## config.mk

```make
export PLATFORM = sky130hd
export DESIGN_NAME = vigenere_stream_decryptor
export DESIGN_NICKNAME = d
export VERILOG_FILES = /design/src/rtl/vigenere_stream_decryptor.sv
export SDC_FILE = /design/constraint.sdc
export NUM_CORES = 1
export LEC_CHECK = 0
export BUFFER_PORTS_ARGS = -buffer_cell sky130_fd_sc_hd__buf_2
export CAP_MARGIN = 20
export CORE_ASPECT_RATIO = 1.1
export CORE_MARGIN = 2
export CORE_UTILIZATION = 60
export DETAILED_ROUTE_END_ITERATION = 7
export PLACE_DENSITY = 0.86
export SLEW_MARGIN = 0
export SYNTH_ARGS = -nofsm -noshare
export SYNTH_HDL_FRONTEND = slang
export SYNTH_SLANG_ARGS = --single-unit
```

## constraint.sdc

```tcl
create_clock -name clock -period 9.3 [get_ports clock]
set_clock_uncertainty 0.05 [all_clocks]
set_input_delay 1.395 -clock clock [delete_from_list [all_inputs] [get_ports clock]]
set_output_delay 1.395 -clock clock [all_outputs]
set_load 0.01 [all_outputs]
```

## src/rtl/vigenere_stream_decryptor.sv

```systemverilog
// Receiver-side Vigenere engine: ciphertext in, plaintext out, both over
// valid/ready, with a circular key pointer that steps once per decrypted letter.
module vigenere_stream_decryptor #(
    parameter int KEY_CHARS = 10
) (
    input  logic                   clock,
    input  logic                   reset,
    input  logic [8*KEY_CHARS-1:0] keyInput,
    input  logic [3:0]             keyLength,
    input  logic                   load,
    input  logic [7:0]             cipherChar,
    input  logic                   cipherValid,
    output logic                   cipherReady,
    output logic [7:0]             decryptedChar,
    output logic                   decryptedValid,
    input  logic                   decryptedReady,
    output logic [3:0]             keyIndex,
    output logic                   keyLoaded
);

    localparam logic [3:0] KC = 4'(KEY_CHARS);
    localparam logic [7:0] CH_A = 8'h41;
    localparam logic [7:0] CH_Z = 8'h5A;

    typedef enum logic {
        NOKEY,
        RUN
    } state_t;

    state_t                 state_q, state_d;
    logic [8*KEY_CHARS-1:0] key_q, key_d;
    logic [3:0]             len_q, len_d;
    logic [3:0]             key_index_q, key_index_d;
    logic                   key_loaded_q, key_loaded_d;
    logic [7:0]             out_char_q, out_char_d;
    logic                   out_valid_q, out_valid_d;

    logic [7:0] key_byte;
    logic [7:0] shift;
    logic [7:0] diff;
    logic [7:0] plain;
    logic       is_letter;
    logic       accept;
    logic [3:0] len_in;

    always_comb begin
        key_byte = 8'h00;
        for (int i = 0; i < KEY_CHARS; i++) begin
            if (key_index_q == 4'(i)) key_byte = key_q[i*8 +: 8];
        end
    end

    always_comb begin
        shift = 8'h00;
        if (key_byte >= CH_A && key_byte <= CH_Z) shift = key_byte - CH_A;
        is_letter = (cipherChar >= CH_A) && (cipherChar <= CH_Z);
        // Letter minus shift never underflows 8 bits; one +26 fixes the wrap.
        diff = cipherChar - shift;
        plain = (diff < CH_A) ? diff + 8'd26 : diff;
        if (!is_letter) plain = cipherChar;
    end

    assign cipherReady = (state_q == RUN) && !load &&
                         (!out_valid_q || decryptedReady);
    assign accept = cipherValid && cipherReady;
    assign len_in = (keyLength == 4'd0 || keyLength > KC) ? KC : keyLength;

    always_comb begin
        state_d      = state_q;
        key_d        = key_q;
        len_d        = len_q;
        key_index_d  = key_index_q;
        key_loaded_d = key_loaded_q;
        out_char_d   = out_char_q;
        out_valid_d  = out_valid_q;
        if (load) begin
            state_d      = RUN;
            key_d        = keyInput;
            len_d        = len_in;
            key_index_d  = 4'd0;
            key_loaded_d = 1'b1;
            out_valid_d  = 1'b0;
        end else if (accept) begin
            out_char_d  = plain;
            out_valid_d = 1'b1;
            if (is_letter) begin
                if (key_index_q == len_q - 4'd1) key_index_d = 4'd0;
                else key_index_d = key_index_q + 4'd1;
            end
        end else if (decryptedReady) begin
            out_valid_d = 1'b0;
        end
    end

    always_ff @(posedge clock) begin
        if (!reset) begin
            state_q      <= NOKEY;
            key_q        <= '0;
            len_q        <= KC;
            key_index_q  <= 4'd0;
            key_loaded_q <= 1'b0;
            out_char_q   <= 8'h00;
            out_valid_q  <= 1'b0;
        end else begin
            state_q      <= state_d;
            key_q        <= key_d;
            len_q        <= len_d;
            key_index_q  <= key_index_d;
            key_loaded_q <= key_loaded_d;
            out_char_q   <= out_char_d;
            out_valid_q  <= out_valid_d;
        end
    end

    assign decryptedChar  = out_char_q;
    assign decryptedValid = out_valid_q;
    assign keyIndex       = key_index_q;
    assign keyLoaded      = key_loaded_q;

endmodule

```

==> results of run 1 <==
-- report_power, final --
group          internal [uW]  leakage, uW  total, uW  switching [uW]
Combinational           68.9      0.00185        149            80.2
Sequential               443     0.000807        460            17.0
Clock                    187     0.000127        337             150
-- Yosys cell counts, types with 5 or more instances --
cell | n | area share [%]
nand3_1 | 6 | 0.55
o21ai_0 | 17 | 1.5
mux2i_1 | 83 | 15
nor2b_1 | 11 | 1.3
dfxtp_1 | 98 | 36
inv_1 | 19 | 1.3
nor3b_1 | 5 | 0.68
ha_1 | 16 | 3.6
nand2b_1 | 13 | 1.5
buf_2 | 9 | 0.82
a21oi_1 | 30 | 2.7
clkbuf_1 | 17 | 1.2
nor2_1 | 116 | 7.9
a211oi_1 | 6 | 0.82
nand2_1 | 27 | 1.8
a2111oi_0 | 5 | 0.80
nand3b_1 | 10 | 1.4
buf_6 | 7 | 1.4
a221oi_1 | 5 | 0.80
a31oi_1 | 6 | 0.68
o211ai_1 | 5 | 0.68
buf_1 | 6 | 0.41
xor2_1 | 8 | 1.3
nor3_1 | 10 | 0.91
xnor2_1 | 12 | 1.9
-- flip-flops by register name (all words and copies together) (netlist names) --
register and flops:
key_q 80, decryptedValid 1, keyIndex 4, decryptedChar 8, len_q 4, keyLoaded 1
-- metal layers --
layer	GRT usage, %	vias up	wire, um
li1	-	2388	-
met1	36.4	2314	6030
met2	48.5	185	7020
met3	6.01	24	862
met4	8.39	0	289
met5	0	-	0
-- layout make-up --
type | instances | area (um2)
clock buffers | 10 | 138
clock inverters | 6 | 113
fillers | 722 | 2610
inverters | 21 | 78.8
multi-input cells | 466 | 3220
flip-flops and latches | 98 | 1960
well taps | 114 | 143
repair buffers | 115 | 608
-- cell families after synthesis --
family / synth area share, %
simple gates: 20.9
compound gates: 15.4
flops: 35.7
mux: 15.1
buf+inv: 5.67
xor+xnor: 3.19
fa+ha+maj: 4.01
-- worst max-delay path, stage by stage, from the launching register on --
cell and delay (ns):
dfxtp_1 0.39, inv_1 0.11, ha_1 0.79, nand2_1 0.10, o21ai_0 0.17, a31oi_1 0.16
o41ai_4 0.47, inv_1 0.14, ha_1 0.26, o211ai_1 0.14, nor3_1 0.09, and3b_1 0.34
and2_1 0.16, ha_1 0.15, inv_1 0.05, fa_1 0.40, xor2_1 0.22, or3b_2 0.48
o41a_1 0.35, or3b_1 0.49, or4_1 0.42, a31oi_1 0.16
-- final timing paths --
| check | from | endpoint | slack, ns |
|---|---|---|---|
| worst min register to register | decryptedChar[0] | decryptedChar[0] | 0.42 |
| worst min-delay path | decryptedChar[0] | decryptedChar[0] | 0.42 |
| worst max-delay path | keyIndex[0] | decryptedChar[1] | 3.11 |
| worst max register to register | keyIndex[0] | decryptedChar[1] | 3.11 |
-- per-stage QoR --
| stage | total power [uW] | cells | worst slack (ns) | util (%) | cell area [um2] |
|---|---|---|---|---|---|
| global placement | 609 | 813 | 3.32 | 67.5 | 5990 |
| floorplan | 564 | 627 | 3.82 | - | 5500 |
| CTS | 947 | 829 | 3.09 | 70.3 | 6240 |
| detailed placement | 616 | 813 | 3.11 | 67.5 | 5990 |
| global route | 985 | 830 | 2.66 | 70.6 | 6260 |
| finish | 946 | 830 | 3.11 | 70.6 | 6260 |
==> reports/metrics.csv, run 1 <==
metric,value,unit
drtAntennaViolNets,0,
cts_setup_buffers,0,
ys_ff_latch,98,
antenna_found_initial,0,
wire_per_inst,17.1,um
die_h,104,um
grt_usage,28.7,%
power_density,151,nW/um2
cp_max_fo,26,
rows,36,
finalWirelength,14200,um
ys_warn_count,0,
vias_per_cell,5.92,
setup_viol,0,
cp-start-kind,flop,
drc,0,
gp_congestion,0.971,
dp_hpwl,10500,um
ctsHoldBuffers,0,
clockBufferDepth,2,
max_slew_margin,27.4,%
cts_tree,done,
core,8870,um2
firstDrtPassIters,5,
drive_gt1_share,20.8,%
synth-edff-count,0,
synthArstFlopShare,0,%
clock_latency,0.37,ns
finalMaxSlewViolations,0,
hold_viol,0,
clk_pin_slew,0.10,ns
initial_core_util,61.9,%
avgSynthCellArea,8.76,um2
ys.flop_type,dfxtp_1,
rsz0062_at_grt,no,
final_common_cell,nor2_1,
hp-class,reg -> reg,
cts_buffers,9,
criticalPathCategory,reg -> reg,
drt_iter0_markers,271,
syn_nets,741,
period_share,66.6,%
synth-seq-area-share,35.7,%
cts_resized,0,
ioPinCount,112,
die_x,95.2,um
period_minus_slack,6.19,ns
grt_max_degree,66,
grt_pass1_vias,4710,
syn_area,5500,um2
overflow,0,
critical_path_arrival,6.44,ns
leakage,0.00278,uW
num-nets-final,825,
yosysUniqueCellTypes,78,
antenna-diode-count,0,
ff2ff_path_depth,21,
worstPathRequired,9.55,ns
hold-path-cell-count,2,
port_buffers,111,
critPathCaptureType,flop,
timing.setup.tns,0,ns
status,finished clean,
die_area,9940,um2
ir_drop,0.162,mV
max_freq,162,MHz
maxCapViolations,0,
syn_inst,627,
worstMarginPinSlew,1.06,ns
holdWs,0.419,ns
cts_root_buffer,clkbuf_8,
cts.sinks,98,
cts-htree-levels,3,
num_vias,4911,
grt_pass1_wl,22600,um
syn_to_final_growth,14.0,%
mostFrequentLayoutCells,"nor2_1 (116), buf_2 (110), dfxtp_1 (98)",
(Power assumes the default switching activity.)
==> run 2, diff against run 1 <==
--- a/config.mk
+++ b/config.mk
@@ -5,13 +5,14 @@
 export SDC_FILE = /design/constraint.sdc
 export NUM_CORES = 1
 export LEC_CHECK = 0
+export ABC_AREA = 1
 export BUFFER_PORTS_ARGS = -buffer_cell sky130_fd_sc_hd__buf_2
 export CAP_MARGIN = 20
 export CORE_ASPECT_RATIO = 1.1
 export CORE_MARGIN = 2
-export CORE_UTILIZATION = 60
+export CORE_UTILIZATION = 55
 export DETAILED_ROUTE_END_ITERATION = 7
-export PLACE_DENSITY = 0.86
+export PLACE_DENSITY = 0.8
 export SLEW_MARGIN = 0
 export SYNTH_ARGS = -nofsm -noshare
 export SYNTH_HDL_FRONTEND = slang
==> constraint.sdc (replaced) <==
create_clock -name clock -period 6.1 [get_ports clock]
set_clock_uncertainty 0.05 [all_clocks]
set_input_delay 0.915 -clock clock [delete_from_list [all_inputs] [get_ports clock]]
set_output_delay 0.915 -clock clock [all_outputs]
set_load 0.01 [all_outputs]
==> run 2 against run 1 <==
Net effect: first-iteration DRC count is 0.74% higher; wire length is 7.9% lower; core utilization is 5.6 points lower; register-to-register slack worse by 2.1 ns; sequential share of layout area is 0.95 points higher; clock-buffer cell count is 2 higher; combinational power is 58% higher; design area is 2.9% lower; sequential power is 50% higher; synthesized cell count is 15% higher; power is 42% higher; critical endpoint is now decryptedChar[3].
==> reports/metrics.csv, run 2 <==
metric,value,unit
clkPwrFrac,31.0,%
rows,37,
grt_usage,25.5,%
worst_r2r_endpoint,decryptedChar[3],
place_area,5900,um2
cts_tree,done,
max_freq,196,MHz
cp_max_fo,10,
antenna-diode-count,0,
r2r_start,keyIndex[0],
grt_pass1_vias,4915,
drtAntennaViolNets,0,
critPathCaptureType,flop,
cp_top_family,simple AND/OR/NAND/NOR gates,
cts-htree-levels,3,
switching_share,27.9,%
cp-start-kind,flop,
vias_per_cell,5.29,
critPathSlowestCell,ha_1,
rrSetupSlack,0.99,ns
final_cell_count_no_fill,941,
maxUsedRoutingLayer,met4,
met1_length,5630,um
pwr-share-comb,17.5,%
die_area,10500,um2
regArea,1960,um2
ctsHoldBuffers,0,
period_share,83.7,%
cts_buffers,9,
clk_pin_slew,0.09,ns
die_x,97.7,um
synth.top_cell.area_share,37.0,%
finalWirelength,13100,um
largest_reg_flops,80,
worstPathRequired,6.31,ns
port_buffers,111,
hold-path-cell-count,2,
worstMarginPinSlew,0.539,ns
ir_drop,0.145,mV
gp_congestion,0.885,
dp_cells,927,
synth.area.top_cells,"dfxtp_1 (37%), nand2_1 (11%), inv_1 (7.4%)",
critical_path_arrival,5.31,ns
max_slew_margin,64.0,%
synth_area_leader_cell,dfxtp_1,
dp_hpwl,10200,um
ff2ff_path_depth,34,
synth-seq-area-share,37.0,%
syn_area,5310,um2
num_vias,4982,
setup_viol,0,
final_common_cell,nand2_1,
multiInputGateArea,2770,um2
criticalPathCategory,reg -> reg,
grt_pass1_wl,21900,um
firstDrtPassIters,7,
clock_latency,0.37,ns
initial_core_util,56.8,%
cts_root_buffer,clkbuf_8,
hp-class,reg -> reg,
yosys.cell_count.top_type,nand2_1,
die_h,107,um
drive_gt1_share,22.0,%
hp-start,decryptedChar[2],
power_density,220,nW/um2
antenna_found_initial,0,
fillerInstances,867,
cts_setup_buffers,0,
timing.setup.tns,0,ns
ys_warn_count,0,
cts.sinks,98,
overflow,0,
syn_nets,837,
synthArstFlopShare,0,%
wire_per_inst,13.9,um
internal-power,966,uW
fin_ws,0.993,ns
clockBufferDepth,2,
maxCapViolations,0,
grt_max_degree,46,
avgSynthCellArea,7.34,um2
drc,0,
num-nets-final,935,
path_buf_inv,5,
rsz0062_at_grt,no,
synthTopCellsByCount,"nand2_1 (162), inv_1 (105), dfxtp_1 (98), o21ai_0 (66), nand3_1 (55)",
regMostFlops,key_q,
place_ws,1.03,ns
drt_iter0_markers,273,
synth-edff-count,0,
hold_viol,0,
stdcell_area,6080,um2
ioPinCount,112,
yosysUniqueCellTypes,45,
cpMostUsedCell,nand2_1,
slowest_delay,0.40,ns
core,9350,um2
p_switching,375,uW
ys.flop_type,dfxtp_1,
ys_ff_latch,98,
finalMaxSlewViolations,0,
dr_wl_met3,568,um
period_minus_slack,5.11,ns
syn_inst,723,
syn_to_final_growth,14.5,%
min_to,decryptedChar[2],
pwr-share-seq,51.5,%
mostFrequentLayoutCells,"nand2_1 (162), buf_2 (111), inv_1 (105)",
leakage,0.00278,uW
route.met2.wl,6650,um
cts_resized,0,
status,finished clean,
==> run 2: kinds of logic (layout without fill, tap and decap cells) <==
logic type,after synthesis,count (layout),synth area share [%]
AND/OR/NAND/NOR,295,295,26.9
flip-flops,98,98,37.0
XOR/XNOR,13,13,2.14
adder cells (fa/ha/maj),17,17,4.15
AO/OA/AOI/OAI,157,157,18.9
buffers and inverters,143,244,10.9
==> run 2: final cells by class <==
class	instances	area share (%)
tap	117	2.41
clock buffer	12	2.39
sequential	98	32.3
timing repair buffer	115	9.63
multi-input combinational	482	45.6
clock inverter	2	0.638
inverter	115	7.10
==> run 2: routing by layer <==
metal,global-route usage (%),vias up
li1,-,2549
met1,30.4,2287
met2,46.7,129
met3,3.65,17
met4,9.13,0
met5,0,-
==> run 2: power by group through the flow <==
stage / clock network (uW) / registers, uW / logic [uW]
floorplan: 0 / 701 / 158
global placement: 0 / 704 / 228
detailed placement: 0 / 705 / 233
CTS: 417 / 690 / 234
global route: 443 / 695 / 263
finish: 415 / 691 / 235
==> run 2: per-stage QoR <==
step / hold slack (ns) / total power [uW] / util [%]
final: 0.417 / 1340 / 65.0
after global placement: 0.404 / 932 / 63.0
after CTS: 0.421 / 1340 / 65.0
after global routing: 0.443 / 1400 / 65.0
after detailed placement: 0.408 / 938 / 63.0
after floorplan: 0.390 / 859 / -
==> run 2: worst max-delay path by stage <==
stage / startpoint / endpoint / cells after the start
2_1_floorplan: keyIndex[0] / decryptedChar[5] / 33
3_3_place_gp: keyIndex[1] / decryptedChar[3] / 36
3_5_place_dp: keyIndex[1] / decryptedChar[3] / 36
4_1_cts: keyIndex[1] / decryptedChar[5] / 35
5_1_grt: keyIndex[0] / decryptedChar[6] / 33
6_report: keyIndex[0] / decryptedChar[3] / 34
==> run 2: worst reg2reg max path, delay by kind of cell (launching register included) <==
kind | cells | cell delay (ns)
AOI/OAI and AO/OA | 7 | 1.04
xor gates and xnor gates | 1 | 0.25
adders and majority gates | 3 | 1.02
buffers and inverters | 5 | 0.45
DFF | 1 | 0.37
and+or+nand+nor | 18 | 1.77
==> run 3, diff against run 2 <==
==> constraint.sdc (replaced) <==
create_clock -name clock -period 4.8 [get_ports clock]
set_clock_uncertainty 0.05 [all_clocks]
set_input_delay 0.72 -clock clock [delete_from_list [all_inputs] [get_ports clock]]
set_output_delay 0.72 -clock clock [all_outputs]
set_load 0.01 [all_outputs]
==> run 3 against run 2 <==
Net effect: setup slack worse by 0.78 ns; register-to-register slack worse by 0.78 ns; maximum frequency is 11% higher; wire length is 5.1% higher; sequential share of layout area is 1.3 points lower; core utilization is 3.0 points higher; cell count is 2.4% higher; largest cell class unchanged.
==> reports/metrics.csv, run 3 (synthesis results as in run 2) <==
metric,value,unit
status,finished clean,
cpMostUsedCell,nand3_1,
antenna-diode-count,0,
leakage,0.00290,uW
critPathCaptureType,flop,
cts-htree-levels,3,
cts_root_buffer,clkbuf_8,
largest_reg_flops,80,
power_density,268,nW/um2
period_share,95.6,%
die_area,10500,um2
critPathSlowestCell,dfxtp_4,
rows,37,
initial_core_util,56.8,%
overflow,0,
maxUsedRoutingLayer,met4,
port_buffers,111,
hold-path-cell-count,2,
clk_pin_slew,0.09,ns
worstPathRequired,5.02,ns
worstMarginPinSlew,0.621,ns
r2r_start,keyIndex[1],
crit_end,decryptedChar[2],
grt_usage,26.4,%
syn_to_final_growth,19.8,%
final_common_cell,nand2_1,
hp-class,reg -> reg,
route.met2.wl,6900,um
slowest_delay,0.39,ns
maxCapViolations,0,
startpoint,keyIndex[1],
worst_r2r_endpoint,decryptedChar[2],
ff2ff_path_depth,31,
dp_hpwl,10300,um
ioPinCount,112,
cts.sinks,98,
drc,0,
wire_per_inst,14.3,um
fin_ws,0.212,ns
place_ws,-0.114,ns
cp_max_fo,9,
grt_pass1_wl,22600,um
rrSetupSlack,0.21,ns
dr_wl_met3,771,um
clock_latency,0.38,ns
mostFrequentLayoutCells,"nand2_1 (161), buf_2 (111), inv_1 (103)",
drive_gt1_share,26.3,%
num_vias,5175,
max_slew_margin,58.5,%
timing.setup.tns,0,ns
cts_tree,done,
num-nets-final,956,
firstDrtPassIters,5,
regMostFlops,key_q,
grt_max_degree,46,
drt_iter0_markers,253,
grt_pass1_vias,4984,
fillerInstances,810,
setup_viol,0,
drtAntennaViolNets,0,
hold_viol,0,
max_freq,218,MHz
clockBufferDepth,2,
finalMaxSlewViolations,0,
finalWirelength,13700,um
die_h,107,um
vias_per_cell,5.37,
power.total,1710,uW
die_x,97.7,um
cts_buffers,9,
critical_path_arrival,4.81,ns
ctsHoldBuffers,0,
ir_drop,0.202,mV
met1_length,5800,um
cp-start-kind,flop,
period_minus_slack,4.59,ns
core,9350,um2
gp_congestion,0.886,
criticalPathCategory,reg -> reg,
antenna_found_initial,0,
[run 3: cell count changes in the layout (fill, tap and decap cells not counted), moves of 3 or more]
cell,change
dfxtp_1,-4
buf_4,+19
ha_4,+3
ha_1,-5
[run 3: worst max-delay path, delay by kind of cell (launching register included)]
kind / cells / cell delay [ns]
AND/OR/NAND/NOR: 12 / 1.28
buffers and inverters: 9 / 0.92
adder cells (fa/ha/maj): 4 / 0.88
AO/OA/AOI/OAI: 5 / 0.64
flip-flops: 1 / 0.39
XOR/XNOR: 1 / 0.32
[run 3: worst min path at each step]
stage,start,end,slack [ns]
2_1_floorplan,key_q[24],key_q[24],0.39
3_3_place_gp,decryptedChar[7],decryptedChar[7],0.40
3_5_place_dp,decryptedChar[7],decryptedChar[7],0.40
4_1_cts,decryptedChar[7],decryptedChar[7],0.42
5_1_grt,decryptedChar[7],decryptedChar[7],0.44
6_report,decryptedChar[7],decryptedChar[7],0.42
[run 3: where the power goes]
part           internal, uW  switching, uW  total (uW)
logic                   136            191         327
registers               856           20.9         877
clock network           205            298         502
total                  1200            510        1710
[run 3: what timing repair did]
action | 4_1_cts | 5_1_grt
setup endpoints to repair | 7 | 7
resized for setup | 3 | 26
pin swaps | 1 | 9
setup buffers | 0 | 12
[run 3: cell type report]
type	instances	area, um2	share of cell area, %
multi-input combinational	482	2860	44.9
sequential	98	1970	31.0
clock buffer	11	141	2.22
tap	117	146	2.30
timing repair buffer	136	767	12.1
inverter	115	437	6.87
clock inverter	5	37.5	0.590
[run 3: per-stage QoR]
| step | area [um2] | utilization, % | hold slack (ns) | std cells |
|---|---|---|---|---|
| 6_report | 6360 | 68.0 | 0.420 | 964 |
| 5_1_grt | 6360 | 68.0 | 0.438 | 964 |
| 4_1_cts | 6170 | 66.0 | 0.418 | 952 |
| 3_5_place_dp | 5980 | 64.0 | 0.404 | 936 |
| 3_3_place_gp | 5960 | 63.7 | 0.402 | 935 |
| 2_1_floorplan | 5310 | - | 0.390 | 723 |
[run 3: layer usage]
layer | global-route usage (%) | vias to the layer above
li1 | - | 2594
met1 | 31.8 | 2378
met2 | 47.0 | 173
met3 | 4.76 | 30
met4 | 9.62 | 0
met5 | 0 | -
